--- config.mk ---
export PLATFORM = sky130hd
export DESIGN_NAME = mult_booth_flat
export DESIGN_NICKNAME = d
export VERILOG_FILES = /design/src/rtl/mult_booth_if.sv /design/src/rtl/mult_booth.sv /design/src/flat_wrapper.sv
export SDC_FILE = /design/constraint.sdc
export NUM_CORES = 1
export LEC_CHECK = 0
export ABC_CLOCK_PERIOD_IN_PS = 5500
export BUFFER_PORTS_ARGS = -buffer_cell sky130_fd_sc_hd__buf_2
export CAP_MARGIN = 20
export CORE_MARGIN = 4
export CORE_UTILIZATION = 35
export DETAILED_ROUTE_END_ITERATION = 16
export GPL_TIMING_DRIVEN = 0
export PLACE_DENSITY = 0.55
export SETUP_SLACK_MARGIN = 0.4
export SLEW_MARGIN = 20
export SYNTH_ARGS = -nofsm -noshare
export SYNTH_HDL_FRONTEND = slang
export SYNTH_SLANG_ARGS = --single-unit
--- constraint.sdc ---
create_clock -name clock -period 5.5 [get_ports clock]
set_input_delay 1.1 -clock clock [delete_from_list [all_inputs] [get_ports clock]]
set_output_delay 1.1 -clock clock [all_outputs]
set_load 0.01 [all_outputs]
--- src/rtl/mult_booth_if.sv ---
// Start/busy handshake bundle shared by the sequential multiply and divide units.
interface mult_booth_if #(
  parameter int WIDTH = 32
);
  logic                   start;
  logic                   is_signed;
  logic [WIDTH-1:0]       multiplicand;
  logic [WIDTH-1:0]       multiplier;
  logic                   busy;
  logic                   done;
  logic [2*WIDTH-1:0]     z;

  modport master (
    output start, is_signed, multiplicand, multiplier,
    input  busy, done, z
  );

  modport slave (
    input  start, is_signed, multiplicand, multiplier,
    output busy, done, z
  );
endinterface

--- src/rtl/mult_booth.sv ---
// Sequential radix-2 Booth multiplier: one Booth step per clock, WIDTH+1 steps per product.
module mult_booth #(
  parameter int WIDTH = 32
) (
  input  logic       clock,
  input  logic       reset,
  mult_booth_if.slave bus
);

  localparam int CNT_W = $clog2(WIDTH + 1);

  typedef enum logic {IDLE, RUN} state_t;

  state_t                   r_state;
  logic signed [WIDTH+1:0]  r_acc;
  logic        [WIDTH:0]    r_q;
  logic                     r_qm1;
  logic signed [WIDTH:0]    r_m;
  logic        [CNT_W-1:0]  r_cnt;
  logic                     r_busy;
  logic                     r_done;
  logic [2*WIDTH-1:0]       r_z;

  logic signed [WIDTH+1:0]  w_m_ext;
  logic signed [WIDTH+1:0]  w_sum;
  logic signed [WIDTH+1:0]  w_acc_nxt;
  logic        [WIDTH:0]    w_q_nxt;
  logic                     w_qm1_nxt;

  // Operands are widened by one bit so unsigned inputs run through the same signed datapath.
  function automatic logic signed [WIDTH:0] extend(input logic [WIDTH-1:0] v,
                                                   input logic sgn);
    return $signed({sgn & v[WIDTH-1], v});
  endfunction

  assign w_m_ext = {r_m[WIDTH], r_m};

  always_comb begin
    case ({r_q[0], r_qm1})
      2'b01:   w_sum = r_acc + w_m_ext;
      2'b10:   w_sum = r_acc - w_m_ext;
      default: w_sum = r_acc;
    endcase
    w_acc_nxt = w_sum >>> 1;
    w_q_nxt   = {w_sum[0], r_q[WIDTH:1]};
    w_qm1_nxt = r_q[0];
  end

  always_ff @(posedge clock) begin
    if (reset) begin
      r_state <= IDLE;
      r_acc   <= '0;
      r_q     <= '0;
      r_qm1   <= 1'b0;
      r_m     <= '0;
      r_cnt   <= '0;
      r_busy  <= 1'b0;
      r_done  <= 1'b0;
      r_z     <= '0;
    end else begin
      r_done <= 1'b0;
      case (r_state)
        IDLE: begin
          if (bus.start) begin
            r_m     <= extend(bus.multiplicand, bus.is_signed);
            r_q     <= extend(bus.multiplier, bus.is_signed);
            r_acc   <= '0;
            r_qm1   <= 1'b0;
            r_cnt   <= '0;
            r_busy  <= 1'b1;
            r_state <= RUN;
          end
        end
        RUN: begin
          r_acc <= w_acc_nxt;
          r_q   <= w_q_nxt;
          r_qm1 <= w_qm1_nxt;
          r_cnt <= r_cnt + CNT_W'(1);
          // Last step: the product is taken straight from the shifted values.
          if (r_cnt == CNT_W'(WIDTH)) begin
            r_z     <= {w_acc_nxt[WIDTH-2:0], w_q_nxt};
            r_done  <= 1'b1;
            r_busy  <= 1'b0;
            r_state <= IDLE;
          end
        end
        default: r_state <= IDLE;
      endcase
    end
  end

  assign bus.busy = r_busy;
  assign bus.done = r_done;
  assign bus.z    = r_z;

endmodule

--- src/flat_wrapper.sv ---
// flat-port wrapper written by rule: the top's interface ports become plain ports
module mult_booth_flat 
#(
  parameter int WIDTH = 32
)
  (clock, reset, bus_start, bus_is_signed, bus_multiplicand, bus_multiplier, bus_busy, bus_done, bus_z);
  mult_booth_if #(.WIDTH(WIDTH)) bus_i ();
  input  logic clock;
  input  logic reset;
  input wire logic [$bits(bus_i.start)-1:0] bus_start;
  input wire logic [$bits(bus_i.is_signed)-1:0] bus_is_signed;
  input wire logic [$bits(bus_i.multiplicand)-1:0] bus_multiplicand;
  input wire logic [$bits(bus_i.multiplier)-1:0] bus_multiplier;
  output wire logic [$bits(bus_i.busy)-1:0] bus_busy;
  output wire logic [$bits(bus_i.done)-1:0] bus_done;
  output wire logic [$bits(bus_i.z)-1:0] bus_z;
  assign bus_i.start = bus_start;
  assign bus_i.is_signed = bus_is_signed;
  assign bus_i.multiplicand = bus_multiplicand;
  assign bus_i.multiplier = bus_multiplier;
  assign bus_busy = bus_i.busy;
  assign bus_done = bus_i.done;
  assign bus_z = bus_i.z;
  mult_booth #(.WIDTH(WIDTH)) u_core (.clock(clock), .reset(reset), .bus(bus_i));
endmodule
# After elaboration in Yosys (flattened, before gate mapping)
# Index checks and enable logic that the tools add are counted.
# totals
regBits	174
inputBits	68
out_inout_bits	66
word_cells	40
# op_classes
add_sub_neg	3
eq_ne	5
mux	16
bitwise_logic	3
n_reduce_logical	4
# ops
operator	n
34-bit case mux with 2 select lines	2
33-bit case mux with 2 select lines	1
34-bit by 33-bit adder with 34-bit output	1
34-bit 2-to-1 mux	1
34-bit by 33-bit subtractor with 34-bit output	1
33-bit 2-to-1 mux	1
6-bit case mux with 2 select lines	1
6-bit by 1-bit adder with 6-bit output (second input constant)	1
6-bit equality test (second input constant)	1
1-bit 2-to-1 mux	6
6-bit 2-to-1 mux	1
1-bit case mux with 2 select lines	3
2-bit AND reduction	3
2-bit inequality test (second input constant)	2
1-bit AND	2
2-bit by 1-bit equality test with 1-bit output (second input constant)	1
2-bit equality test (second input constant)	1
2-bit OR reduction	1
1-bit inverter	1

# Longest topological paths before layout
# depth
ltp_word	3
ltp_mapped	19
mapped_depth_nobuf	17

# Worst setup path after synthesis
# OpenSTA, ideal clock, no wires.
# synth_path
path_type	register to register
startpoint	register u_core.r_m[6]
endpoint	register u_core.r_acc[31]
setup_time_ns	0.091
arrival_ns	3.798
required_time_ns	5.409
slack_ns	1.611
path_stages_with_launch	18
path_buffers	2
synth_period_minus_slack_ns	3.889
cell_sequence	dfxtp_1 or4_1 nor3_1 and2_1 clkbuf_1 nand3b_1 nor4_1 nor2_1 xnor2_1 ha_1 clkbuf_1 nand3_1 nor3_1 o211ai_1 o21ai_0 o41ai_1 or4b_2 a311oi_1
# synth_via
elab_chain_len	3
word_cells_on_any_way	4
cone_classes	add/sub: 2; mux: 2
# synth_lines
element	line_no	source
from (decl)	mult_booth.sv:18	logic signed [WIDTH:0] r_m;
from (signal assigned)	mult_booth.sv:65	r_m <= extend(bus.multiplicand, bus.is_signed);
34-bit by 33-bit subtractor with 34-bit output or 34-bit by 33-bit adder with 34-bit output (tied branches)	mult_booth.sv:41, mult_booth.sv:40	
34-bit case mux with 2 select lines *	mult_booth.sv:39	case ({r_q[0], r_qm1})
34-bit case mux with 2 select lines *	mult_booth.sv:62	case (r_state)
to (signal assigned)	mult_booth.sv:75	r_acc <= w_acc_nxt;
to (decl)	mult_booth.sv:15	logic signed [WIDTH+1:0] r_acc;
# Mark *: on every way between the ends. The rest lies on a longest branch, timed or not.
# A chain may end at the register's enable or synchronous reset.

# Final worst setup path
# Same ends and word-level chain as after synthesis.

==> flow_metrics.py <==
metrics = {
    "logic_synthesis": {
        "synth_flop_cell": "dfxtp_1",
        "synth-edff-count": 0,
        "syn-num-nets": 1348,
        "synth-adder-area-share_pct": 5.09,
        "synth.area.mux_share_pct": 5.04,
        "syn_area_sq_um": 9490,
        "synth-seq-cells": 173,
        "synth-simple-area-share_pct": 22.6,
        "synthArstFlopShare_pct": 0,
        "avgSynthCellArea_sq_um": 7.64,
        "synth_top_family_by_area": "simple AND/OR/NAND/NOR gates",
        "syn_inst": 1242,
        "yosys.area_share.xor_xnor_pct": 5.08,
        "synth_compound_area_share_pct": 21.1,
        "synth_cell_type_count": 64,
        "yosys_warnings": 0,
        "ys_seq_area_share_pct": 36.5,
    },
    "placed_design": {
        "port-buffer-count": 131,
        "dpl.hpwl_um": 22700,
        "dpl_worst_slack_ns": 0.656,
        "placed_area_sq_um": 10600,
        "dp.cells": 1714,
        "place.gp.congestion": 0.896,
    },
    "status": {
        "status": "finished clean",
    },
    "worst_hold_path": {
        "worstHoldPathType": "reg -> reg",
        "holdPathStages": 2,
        "min_to": "u_core.bus.z[0]$_SDFFE_PP0P_",
        "worstHoldStart": "u_core.bus.z[0]$_SDFFE_PP0P_",
    },
    "die": {
        "die_h_um": 173,
        "start_util_pct": 35.4,
        "rows": 60,
        "core_area_sq_um": 26800,
        "ios": 134,
        "dieArea_sq_um": 29800,
        "die_width_um": 173,
    },
    "finish": {
        "fin_nets": 1498,
        "drive_above_1_share_pct": 13.1,
        "fin_area_sq_um": 11200,
        "final_cell_mix": "188 x a21oi_1, 187 x nand2_1, 173 x dfxtp_1, 160 x nor2_1, 132 x buf_2",
        "final_common_cell": "a21oi_1",
        "area_growth_pct": 17.7,
        "nFillCells": 2787,
        "final_cells": 1746,
        "post-route-util_pct": 41.7,
        "antenna_cells": 0,
    },
    "grt": {
        "grt_max_degree": 17,
        "grt_antenna_before_repair": 0,
        "grt_use_total_pct": 19.5,
        "grt_pass1_vias": 8783,
        "grt-ovfl-total": 0,
        "grt_pass1_wl_um": 47100,
    },
    "clocking": {
        "ctsLongestPathBuffers": 2,
        "cts_tree": "yes",
        "root_buffer": "clkbuf_16",
        "clk_pin_slew_ns": 0.07,
        "clock-sinks": 173,
        "clk_latency_ns": 0.44,
        "cts_inserted_buffers": 17,
        "htreeDepth": 4,
    },
    "setup_path": {
        "endpoint_kind": "flop",
        "crit_path_top_delay_cell": "or4b_2",
        "critPathKind": "reg -> reg",
        "cp.arrival_ns": 5.08,
        "reg2reg_to": "u_core.r_acc[31]$_SDFFE_PP0P_",
        "cpPeakStageDelay_ns": 0.64,
        "crit_path_cell_trace": "or4_1 -> nor3_1 -> and2_1 -> clkbuf_1 -> nand3b_1 -> nor4_1 -> nor2_1 -> xnor2_1 -> ha_1 -> clkbuf_1 -> nand3_1 -> nor3_1 -> o211ai_1 -> o21ai_0 -> o41ai_1 -> or4b_2 -> a311oi_1",
        "r2r_slack_ns": 0.76,
        "critical_path.top_delay_family": "simple AND/OR/NAND/NOR gates",
        "r2r_cells": 17,
        "rr_startpoint": "u_core.r_m[6]$_SDFFE_PP0P_",
        "worst-path-buf-inv": 2,
        "critical_path.max_fanout": 9,
        "start_kind": "flop",
        "cp.required_ns": 5.84,
    },
    "timing": {
        "fin_hold_ws_ns": 0.451,
        "slew_viol_final": 0,
        "setup_slack_ns": 0.758,
        "relSlewSlack_pct": 42.7,
        "fmax_ghz": 0.211,
        "period_minus_slack_ns": 4.74,
        "fin_skew_ns": 0.0123,
        "setup_viol": 0,
        "worst_slew_pin_slew_ns": 0.838,
        "rsz0062_at_grt": "no",
        "finalHoldViolations": 0,
        "min_period_over_period_pct": 86.2,
        "fin_setup_tns_ns": 0,
    },
    "routing": {
        "num_vias": 9120,
        "routed_wirelength_um": 29600,
        "drtAntennaViolNets": 0,
        "viasPerCell": 5.22,
        "wirelength_met1_um": 14000,
        "route.met2.wl_um": 13600,
        "drc_errors": 0,
        "wire_per_inst_um": 17.0,
        "highest_layer": "met4",
        "dr_wl_met3_um": 1220,
        "drtPass1Iterations": 5,
        "dr.first_iter.drc_count": 589,
    },
    "power": {
        "p_leak_nw": 4.75,
        "ir_drop_mv": 0.153,
        "finalPower_mw": 3.25,
        "powerDensity_nw_per_um2": 291,
    },
    "job": {
        "maxCapViolCount": 0,
    },
}
## synth_stat cells (all sizes together), types with 10 or more instances
master	number	area share, %
a21oi	190	10
nand2	187	7.4
dfxtp	173	36
nor2	160	6.3
clkbuf	77	3.0
xnor2	48	4.4
mux2i	41	4.3
ha	37	4.9
nor3	32	1.8
inv	30	1.2
o21ai	30	1.6
a21o	26	2.1
and3	20	1.3
nand2b	17	1.1
nand3	17	0.90
a311oi	15	1.4
a211oi	13	1.1
a31oi	10	0.66
buf	10	0.41
## tightest hold or removal path, delay by kind of cell, from the launching register on
family,cells,cell delay [ns]
AO/OA/AOI/OAI,1,0.05
AND/OR/NAND/NOR,1,0.05
flip-flops,1,0.31
## cell type report
cell class                 count  area [sq um]  share of cell area [%]
inverter                      30           113                    1.01
buffer                        87           329                    2.95
clock buffer                  20           467                    4.18
sequential                   173          3460                    31.0
tap                          341           427                    3.82
multi-input combinational    952          5590                    50.0
clock inverter                12           125                    1.12
timing repair buffer         131           656                    5.87
## worst max-delay path by stage
stage,from,to,slack (ns),cells past startpoint
global route,u_core.r_m[6]$_SDFFE_PP0P_,u_core.r_acc[31]$_SDFFE_PP0P_,0.43,17
detailed placement,u_core.r_q[0]$_SDFFE_PP0P_,u_core.bus.z[60]$_SDFFE_PP0P_,0.66,14
floorplan,u_core.r_m[6]$_SDFFE_PP0P_,u_core.r_acc[31]$_SDFFE_PP0P_,1.61,17
finish,u_core.r_m[6]$_SDFFE_PP0P_,u_core.r_acc[31]$_SDFFE_PP0P_,0.76,17
global placement,u_core.r_q[0]$_SDFFE_PP0P_,u_core.bus.z[60]$_SDFFE_PP0P_,0.64,14
CTS,u_core.r_q[0]$_SDFFE_PP0P_,u_core.r_acc[27]$_SDFFE_PP0P_,0.64,14
## timing repair
action	4_1_cts	5_1_grt
setup endpoints to repair	0	1
setup buffers	0	0
hold buffers	0	0
endpoints found under the hold margin	0	0
gates resized for setup	0	1
## power by group
part           switching (mW)  internal [mW]
logic                   0.422          0.266
registers              0.0424           1.29
clock network           0.549          0.674
total                    1.01           2.23
## metal layers
| metal | GRT usage (%) | up-vias |
|---|---|---|
| met2 | 32.1 | 211 |
| met5 | 0 | - |
| met4 | 5.99 | 0 |
| met3 | 3.54 | 35 |
| met1 | 26.1 | 4256 |
| li1 | - | 4618 |
## cell families after synthesis
family                   Yosys count
multiplexers                      47
adder cells (fa/ha/maj)           38
XOR/XNOR                          55
buffers and inverters            117
AND/OR/NAND/NOR                  480
flip-flops                       173
AO/OA/AOI/OAI                    332
## registers in the layout (all words and copies together), names as in the netlist
signal / count
u_core.bus.busy: 1
u_core.bus.done: 1
u_core.bus.z: 64
u_core.r_acc: 33
u_core.r_cnt: 6
u_core.r_m: 33
u_core.r_q: 33
u_core.r_qm1: 1
u_core.r_state: 1
(Power assumes the default switching activity.)
